[src/rtl/clk_divider_multi_if.sv]
// clk_divider_multi_if: shadow-register write port of the multi-channel clock divider
interface clk_divider_multi_if #(
    parameter int WIDTH = 32,
    parameter int CH_W  = 2
);
    logic             wr_en;
    logic [CH_W-1:0]  wr_chan;
    logic [WIDTH-1:0] wr_div;
    logic             wr_mode;

    modport master (output wr_en, wr_chan, wr_div, wr_mode);
    modport slave  (input  wr_en, wr_chan, wr_div, wr_mode);
endinterface

[src/rtl/clk_divider_multi.sv]
// clk_divider_multi: per-channel programmable divider (toggle or pulse) with glitch-free double-buffered reprogramming
module clk_divider_multi #(
    parameter int          WIDTH       = 32,
    parameter int          CHANNELS    = 4,
    parameter int          CH_W        = 2,
    parameter int unsigned DEFAULT_DIV = 4
) (
    input  logic                inclk,
    input  logic                Reset,
    clk_divider_multi_if.slave  wr,
    input  logic [CHANNELS-1:0] ch_enable,
    input  logic                sync_restart,
    output logic [CHANNELS-1:0] outclk,
    output logic [CHANNELS-1:0] outclk_Not,
    output logic [CHANNELS-1:0] tick,
    output logic [CHANNELS-1:0] pending
);
    logic [WIDTH-1:0]    cnt     [CHANNELS];
    logic [WIDTH-1:0]    act_div [CHANNELS];
    logic [WIDTH-1:0]    sh_div  [CHANNELS];
    logic [WIDTH-1:0]    cnt_nxt [CHANNELS];
    logic [CHANNELS-1:0] act_mode, sh_mode, apply, out_nxt, tick_nxt;

    assign outclk_Not = ~outclk;

    // terminal detection (one extra bit so the increment never wraps) and next counter/output per channel
    always_comb begin
        logic [WIDTH:0]   inc;
        logic [WIDTH-1:0] eff;
        logic             h, t;
        inc = '0;
        eff = '0;
        h = 1'b0;
        t = 1'b0;
        for (int i = 0; i < CHANNELS; i++) begin
            eff = (act_div[i] == '0) ? WIDTH'(1) : act_div[i];
            inc = {1'b0, cnt[i]} + (WIDTH+1)'(1);
            t = inc >= {1'b0, eff};
            h = sync_restart || !ch_enable[i];
            apply[i] = h || t;
            cnt_nxt[i] = (h || t) ? '0 : inc[WIDTH-1:0];
            tick_nxt[i] = !h && t;
            out_nxt[i] = h ? 1'b0
                       : t ? (sh_mode[i] == act_mode[i]) && (act_mode[i] || !outclk[i])
                       : !act_mode[i] && outclk[i];
        end
    end

    // state update: the pre-write shadow is applied first, so a same-cycle write stays pending
    always_ff @(posedge inclk or negedge Reset) begin
        if (!Reset) begin
            for (int i = 0; i < CHANNELS; i++) begin
                cnt[i]     <= '0;
                act_div[i] <= WIDTH'(DEFAULT_DIV);
                sh_div[i]  <= WIDTH'(DEFAULT_DIV);
            end
            act_mode <= '0;
            sh_mode  <= '0;
            outclk   <= '0;
            tick     <= '0;
            pending  <= '0;
        end else begin
            for (int i = 0; i < CHANNELS; i++) begin
                cnt[i] <= cnt_nxt[i];
                if (apply[i]) begin
                    act_div[i]  <= sh_div[i];
                    act_mode[i] <= sh_mode[i];
                    pending[i]  <= 1'b0;
                end
                if (wr.wr_en && wr.wr_chan == CH_W'(i)) begin
                    sh_div[i]  <= wr.wr_div;
                    sh_mode[i] <= wr.wr_mode;
                    pending[i] <= 1'b1;
                end
            end
            outclk <= out_nxt;
            tick   <= tick_nxt;
        end
    end
endmodule

[src/flat_wrapper.sv]
// flat-port wrapper written by rule: the top's interface ports become plain ports
module clk_divider_multi_flat 
#(
    parameter int          WIDTH       = 32,
    parameter int          CHANNELS    = 4,
    parameter int          CH_W        = 2,
    parameter int unsigned DEFAULT_DIV = 4
)
  (inclk, Reset, ch_enable, sync_restart, outclk, outclk_Not, tick, pending, wr_wr_en, wr_wr_chan, wr_wr_div, wr_wr_mode);
  clk_divider_multi_if #(.WIDTH(WIDTH), .CH_W(CH_W)) wr_i ();
  input  logic inclk;
  input  logic Reset;
  input  logic [CHANNELS-1:0] ch_enable;
  input  logic sync_restart;
  output logic [CHANNELS-1:0] outclk;
  output logic [CHANNELS-1:0] outclk_Not;
  output logic [CHANNELS-1:0] tick;
  output logic [CHANNELS-1:0] pending;
  input wire logic [$bits(wr_i.wr_en)-1:0] wr_wr_en;
  input wire logic [$bits(wr_i.wr_chan)-1:0] wr_wr_chan;
  input wire logic [$bits(wr_i.wr_div)-1:0] wr_wr_div;
  input wire logic [$bits(wr_i.wr_mode)-1:0] wr_wr_mode;
  assign wr_i.wr_en = wr_wr_en;
  assign wr_i.wr_chan = wr_wr_chan;
  assign wr_i.wr_div = wr_wr_div;
  assign wr_i.wr_mode = wr_wr_mode;
  clk_divider_multi #(.WIDTH(WIDTH), .CHANNELS(CHANNELS), .CH_W(CH_W), .DEFAULT_DIV(DEFAULT_DIV)) u_core (.inclk(inclk), .Reset(Reset), .wr(wr_i), .ch_enable(ch_enable), .sync_restart(sync_restart), .outclk(outclk), .outclk_Not(outclk_Not), .tick(tick), .pending(pending));
endmodule
[config.mk]
export PLATFORM = sky130hd
export DESIGN_NAME = clk_divider_multi_flat
export DESIGN_NICKNAME = d
export VERILOG_FILES = /design/src/rtl/clk_divider_multi_if.sv /design/src/rtl/clk_divider_multi.sv /design/src/flat_wrapper.sv
export SDC_FILE = /design/constraint.sdc
export NUM_CORES = 1
export LEC_CHECK = 0
export BUFFER_PORTS_ARGS = -buffer_cell sky130_fd_sc_hd__buf_4
export CORE_AREA = 2 2 188 190
export CTS_BUF_LIST = sky130_fd_sc_hd__clkbuf_4 sky130_fd_sc_hd__clkbuf_8
export CTS_CLUSTER_SIZE = 28
export DETAILED_ROUTE_END_ITERATION = 12
export DIE_AREA = 0 0 190 192
export GPL_TIMING_DRIVEN = 0
export PLACE_DENSITY = 0.83
export SETUP_SLACK_MARGIN = 0.3
export SLEW_MARGIN = 20
export SYNTH_ARGS = -nofsm -noshare
export SYNTH_HDL_FRONTEND = slang
export SYNTH_SLANG_ARGS = --single-unit
export TNS_END_PERCENT = 10
[constraint.sdc]
create_clock -name inclk -period 3.8 [get_ports inclk]
set_input_delay 0.76 -clock inclk [delete_from_list [all_inputs] [get_ports inclk]]
set_output_delay 0.76 -clock inclk [all_outputs]
set_load 0.02 [all_outputs]
==> results.py, run 1 <==
metrics = {
    "timing": {
        "worst_pin_slew_ns": 0.8859,
        "period_share_pct": 114.4,
        "fmax_ghz": 0.2299,
        "drv_slew": 0,
        "hold_viol": 0,
        "fin_crit_ns": 4.349,
        "worst_clock_skew_ns": 0.02545,
        "whs_ns": 0.4427,
        "worst_slack_ns": -0.5490,
        "rsz0062_at_grt": "true",
        "relSlewSlack_pct": 40.68,
        "setup_violations": 241,
    },
    "status": {
        "outcome": "complete, but fails checks",
        "violations": "setup timing",
    },
    "clock_tree": {
        "cts_root_buf": "clkbuf_8",
        "numCtsBuffers": 60,
        "cts.clk_slew.worst_paths_ns": 0.08,
        "clk_latency_ns": 0.64,
        "htree_levels": 2,
        "cts_buffer_depth": 3,
        "tritoncts": "done",
        "cts.sink_count": 404,
    },
    "power": {
        "p_leak_nw": 12.46,
        "power_density_nw_per_um2": 449.7,
        "ir_drop_uv": 347.5,
    },
    "synth": {
        "synth-edff-count": 0,
        "syn_area_um2": 20100,
        "seq_area_frac_synth_pct": 50.34,
        "synth_fp_nets": 1885,
        "synth_flop_cell": "dfrtp_1",
        "synthCells": 1710,
        "ys_warn_count": 0,
        "synth_cell_type_count": 60,
        "syn_area_per_cell_um2": 11.76,
        "synth-seq-cells": 404,
        "async_reset_ff_share_pct": 100.0,
    },
    "worst_setup_path": {
        "r2r_cells": 15,
        "r2r-start": "u_core.cnt[66]$_DFF_PN0_",
        "crit_path_start_kind": "flip-flop",
        "cp_data_required_time_ns": 4.31,
        "arrival_ns": 4.86,
        "cp-end-kind": "flip-flop",
        "crit-reg2reg-capture": "u_core.act_div[94]$_DFFE_PN0P_",
        "regToRegSetupSlack_ns": -0.55,
        "setup.worst_path.class": "reg2reg",
        "worstPathMaxFanout": 5,
    },
    "routing": {
        "final_antenna_net_count": 0,
        "drt_iter0_markers": 1765,
        "via_count": 16120,
        "drt-wirelength-per-cell_um": 26.79,
        "route.detailed.drc": 0,
        "wl_mm": 66.02,
        "avgViaCountPerCell": 6.540,
        "drt_first_pass_iters": 6,
    },
    "die": {
        "coreArea_um2": 34290,
        "die_h_um": 192,
        "die_w_um": 190,
        "ios": 59,
        "dieArea_um2": 36480,
        "rows": 68,
        "start_util_pct": 58.63,
    },
    "global_routing": {
        "grt_pass1_vias": 16100,
        "grt_overflow": 0,
        "grt_max_degree": 104,
        "antenna_found_initial": 4,
        "grt_pass1_wl_mm": 89.47,
        "track_usage_pct": 31.71,
    },
    "min_path": {
        "min_from": "wr_wr_div[14]",
        "min_to": "u_core.sh_div[78]$_DFFE_PN0P_",
        "hold_path.class": "in2reg",
        "min_path_cells": 2,
    },
    "finish": {
        "multi_input_area_um2": 10560,
        "fillers": 1754,
        "layout-drive-gt1-share_pct": 38.84,
        "stdcell_area_um2": 25340,
        "syn_to_final_growth_pct": 26.06,
        "ff_latch_area_um2": 10130,
        "nets": 2138,
    },
    "place": {
        "dp_hpwl_mm": 32.40,
        "placed_area_um2": 21240,
        "numPortBuffers": 58,
        "place.gp.congestion": 0.8593,
    },
    "run": {
        "cap_violations": 0,
    },
}
==> routing by layer <==
layer  part of all wire (%)  up-vias  GRT usage [%]
met1                     35     7921          38.58
met5                   0.11        -              0
met3                    8.4      497          4.915
met4                    9.8        8          21.23
li1                       -     6496              -
met2                     47     1193          52.62
==> sequential cells by signal, indices dropped and copies added, names as in the netlist <==
register and cells:
u_core.cnt 128, u_core.pending 4, u_core.sh_mode 4, u_core.sh_div 128
u_core.act_mode 4, u_core.act_div 128, u_core.tick 4, u_core.outclk 4
==> worst max-delay path, cell delays in order, from the launching register on <==
cell and delay [ns]:
dfrtp_2 0.42, and3_4 0.24, nand3_4 0.15, nor4bb_4 0.47, buf_4 0.22, xor2_4 0.22, ha_4 0.25, a21oi_1 0.20
o21ai_0 0.21, a221oi_2 0.30, o21ai_1 0.13, a311o_1 0.38, or3_4 0.41, buf_8 0.17, buf_12 0.14, mux2_2 0.29
==> cells by family after synthesis <==
family / count (synthesis) / share of synthesized area (%)
xor gates and xnor gates: 120 / 5.228
DFF: 404 / 50.34
adders and majority gates: 132 / 8.215
muxes: 264 / 14.92
and+or+nand+nor: 489 / 13.92
AOI/OAI and AO/OA: 115 / 3.740
buffers and inverters: 186 / 3.647
==> metrics by stage <==
step	std cells	TNS, ns	power [mW]	setup WS [ns]	util [%]
4_1_cts	2429	-15.00	10.93	-0.2512	71.65
5_1_grt	2463	-90.60	11.69	-0.6340	73.91
2_1_floorplan	1710	-3.232	6.278	-0.1626	-
6_report	2464	-64.42	11.40	-0.5490	73.91
3_5_place_dp	2227	-178.85	6.880	-0.9098	61.95
3_3_place_gp	2223	-848.28	6.726	-1.772	61.59
==> worst max-delay path by stage <==
stage / startpoint / end / cells past startpoint
after floorplan: u_core.cnt[3]$_DFF_PN0_ / u_core.act_div[1]$_DFFE_PN0P_ / 15
after global placement: Reset / u_core.cnt[57]$_DFF_PN0_ / 1
after detailed placement: u_core.cnt[96]$_DFF_PN0_ / u_core.act_div[125]$_DFFE_PN0P_ / 15
after CTS: u_core.cnt[1]$_DFF_PN0_ / u_core.act_div[3]$_DFFE_PN0P_ / 16
after global routing: u_core.cnt[71]$_DFF_PN0_ / u_core.act_div[79]$_DFFE_PN0P_ / 15
final: u_core.cnt[66]$_DFF_PN0_ / u_core.act_div[94]$_DFFE_PN0P_ / 15
==> what timing repair did <==
action / 4_1_cts / 5_1_grt
buffers inserted: 88 / 32
gates cloned: 6 / 2
hold buffers: 1 / 0
gates resized for setup: 271 / 107
pin swaps: 78 / 52
hold endpoints to repair: 22 / 0
setup endpoints to repair: 272 / 272
==> layout by cell type, fill, tap and decap left out, types with 23 or more instances in the layout <==
cell type,netlist,layout
nand3_1,67,48
dfrtp_1,396,388
xnor2_2,0,23
xnor2_1,75,52
nand4_1,42,42
buf_4,1,158
nand2_1,62,55
ha_1,132,125
nor4_1,37,32
nor2b_1,107,80
xor2_1,45,36
a21oi_1,39,33
mux2_2,257,211
and3_1,52,35
mux2_4,7,53
inv_1,143,143
clkbuf_8,0,82
nor2_1,47,37
==> Yosys cell counts, types with 23 or more instances <==
library cell    n  share of area (%)
inv_1         143                2.7
xor2_1         45                2.0
clkbuf_1       27               0.50
xnor2_1        75                3.3
nor2b_1       107                3.3
nand3_1        67                1.7
nor4_1         37                1.2
nand4_1        42                1.3
a21oi_1        39               0.97
nor2_1         47               0.88
ha_1          132                8.2
dfrtp_1       396                 49
mux2_2        257                 14
nand2_1        62                1.2
and4_1         23                1.0
and3_1         52                1.6
==> layout make-up <==
class	count	share of cell area [%]
Inverter	143	2.118
Clock buffer	89	4.562
Clock inverter	18	0.6714
Sequential cell	404	39.97
Timing Repair Buffer	190	6.937
Buffer	43	1.827
Multi-Input combinational cell	1121	41.66
Antenna cell	1	0.009874
Tap cell	455	2.246
==> power breakdown <==
group / switching [mW] / internal (mW)
clock network: 1.81 / 2.15
registers: 0.598 / 4.90
logic: 0.984 / 0.955
(Power assumes the default switching activity.)
==> run 2, diff against run 1 <==
BUFFER_PORTS_ARGS = -buffer_cell sky130_fd_sc_hd__buf_2   (was -buffer_cell sky130_fd_sc_hd__buf_4)
==> results.py, run 2 (synthesized netlist as in run 1, its figures left out) <==
metrics = {
    "finish": {
        "ff_latch_area_um2": 10130,
        "syn_to_final_growth_pct": 23.16,
        "reg.largest.list": "u_core.act_div (128), u_core.cnt (128), u_core.sh_div (128)",
        "fillers": 1849,
        "layout-drive-gt1-share_pct": 36.30,
        "final_common_cell": "dfrtp_1",
        "multi_input_area_um2": 10280,
        "stdcell_area_um2": 24760,
        "nets": 2120,
        "mostFrequentLayoutCells": "dfrtp_1 (391), mux2_2 (222), inv_1 (143), ha_1 (126), nor2b_1 (99)",
    },
    "worst_setup_path": {
        "cp_data_required_time_ns": 4.34,
        "setup.worst_path.class": "reg2reg",
        "regToRegSetupSlack_ns": -0.59,
        "crit_top_cell": "buf_8",
        "critPathLaunch": "u_core.cnt[68]$_DFF_PN0_",
        "worstPathMaxFanout": 5,
        "crit_path_start_kind": "flip-flop",
        "arrival_ns": 4.94,
        "endpoint": "u_core.act_div[94]$_DFFE_PN0P_",
        "cp-end-kind": "flip-flop",
        "r2r-start": "u_core.cnt[68]$_DFF_PN0_",
        "slowest_delay_ns": 0.50,
        "crit_chain": "and3_4 -> and4_4 -> nand2_1 -> xnor2_1 -> ha_1 -> and4_1 -> and4_2 -> a31oi_4 -> a21boi_2 -> a311o_1 -> or3_4 -> buf_8 -> buf_12 -> buf_8 -> mux2_4",
        "crit_path_top_delay_cell": "xnor2_1",
        "crit-reg2reg-capture": "u_core.act_div[94]$_DFFE_PN0P_",
        "r2r_cells": 15,
    },
    "clock_tree": {
        "htree_levels": 2,
        "tritoncts": "done",
        "cts.sink_count": 404,
        "cts_buffer_depth": 3,
        "cts_root_buf": "clkbuf_8",
        "numCtsBuffers": 61,
        "clk_latency_ns": 0.67,
        "hold_buffers": 0,
        "cts.clk_slew.worst_paths_ns": 0.07,
    },
    "die": {
        "rows": 68,
        "ios": 59,
        "start_util_pct": 58.63,
        "dieArea_um2": 36480,
        "coreArea_um2": 34290,
        "die_w_um": 190,
        "die_h_um": 192,
    },
    "place": {
        "pre_cts_slack_ns": -1.050,
        "numPortBuffers": 58,
        "place.gp.congestion": 0.8577,
        "dp_hpwl_mm": 32.85,
        "placed_area_um2": 21100,
    },
    "global_routing": {
        "track_usage_pct": 30.38,
        "grt_pass1_wl_mm": 86.18,
        "antenna_found_initial": 2,
        "grt_overflow": 0,
        "grt_max_degree": 102,
        "grt_pass1_vias": 15830,
    },
    "routing": {
        "drt-wirelength-per-cell_um": 24.37,
        "final_antenna_net_count": 0,
        "drt_first_pass_iters": 5,
        "avgViaCountPerCell": 6.247,
        "wl_mm": 59.80,
        "route.detailed.drc": 0,
        "via_count": 15330,
        "drt_iter0_markers": 1328,
    },
    "timing": {
        "period_share_pct": 115.6,
        "worst_pin_slew_ns": 0.8334,
        "rsz0062_at_grt": "true",
        "hold_viol": 0,
        "fin_setup_tns_ns": -61.48,
        "worst_slack_ns": -0.5921,
        "relSlewSlack_pct": 44.20,
        "setup_violations": 231,
        "fmax_ghz": 0.2277,
        "drv_slew": 0,
        "fin_crit_ns": 4.392,
        "whs_ns": 0.09240,
        "worst_clock_skew_ns": 0.03968,
    },
    "power": {
        "power_density_nw_per_um2": 456.4,
        "ir_drop_uv": 288.5,
        "power_mw": 11.30,
        "p_leak_nw": 12.15,
    },
    "status": {
        "outcome": "complete, but fails checks",
        "violations": "setup timing",
    },
    "run": {
        "cap_violations": 0,
    },
    "min_path": {
        "hold_path.class": "in2async",
    },
}
-- run 2: changes by cell type in the layout (fill, tap and decap cells not counted), sizes merged --
cell / before / now
buf: 208 / 186
bufbuf: 1 / 0
bufinv: 3 / 1
clkbuf: 112 / 130
clkinv: 13 / 8
clkinvlp: 2 / 5
diode: 1 / 2
dlygate4sd3: 1 / 0
nand2: 64 / 63
-- run 2: worst min-delay path by stage --
stage                     slack (ns)  depth (start not counted)                           from                              to
after floorplan                 0.46                          0                          Reset   u_core.act_div[0]$_DFFE_PN0P_
after global placement          0.48                          1  u_core.sh_div[73]$_DFFE_PN0P_  u_core.act_div[73]$_DFFE_PN0P_
after detailed placement        0.49                          1  u_core.sh_div[46]$_DFFE_PN0P_  u_core.act_div[46]$_DFFE_PN0P_
after CTS                       0.14                          1                          Reset   u_core.sh_div[72]$_DFFE_PN0P_
after global routing            0.15                          1                          Reset   u_core.sh_div[72]$_DFFE_PN0P_
final                           0.09                          1                          Reset   u_core.sh_div[72]$_DFFE_PN0P_
-- run 2: worst max-delay path: cells and delay by family, from the launching register on --
| kind | cells | cell delay [ns] |
|---|---|---|
| AO/OA/AOI/OAI | 3 | 0.70 |
| multiplexers | 1 | 0.30 |
| AND/OR/NAND/NOR | 6 | 1.60 |
| XOR/XNOR | 1 | 0.50 |
| buffers and inverters | 3 | 0.40 |
| flip-flops | 1 | 0.39 |
| adder cells (fa/ha/maj) | 1 | 0.37 |
-- run 2: area by class of cell --
type                       count  area share, %
antenna                        2        0.02021
buffer                        43          1.895
clock buffer                 101          5.159
clock inverter                14         0.4346
inverter                     143          2.168
multi-input combinational   1120          41.51
sequential                   404          40.89
tap                          455          2.299
timing repair buffer         172          5.619
-- run 2: timing repair --
item	CTS	global route
setup buffers	83	22
endpoints found under the setup margin	272	268
gates cloned	4	1
gates resized for setup	246	48
pin swaps	68	33
-- run 2: routing by layer --
| metal | wire length [µm] | global-route usage [%] |
|---|---|---|
| met5 | 20 | 0 |
| met4 | 4782 | 19.20 |
| met3 | 4023 | 4.933 |
| met2 | 29060 | 51.45 |
| met1 | 21920 | 36.34 |
-- run 2: where the power goes --
part,internal (mW),switching (mW),total [mW]
sequential,4.90,0.555,5.46
combinational,0.908,0.909,1.82
clock,2.19,1.83,4.03
total,8.01,3.30,11.3
-- run 2: stage by stage --
stage	std cells	util [%]
6_report	2454	72.22
5_1_grt	2452	72.20
4_1_cts	2429	70.89
3_5_place_dp	2227	61.53
3_3_place_gp	2223	61.17
2_1_floorplan	1710	-
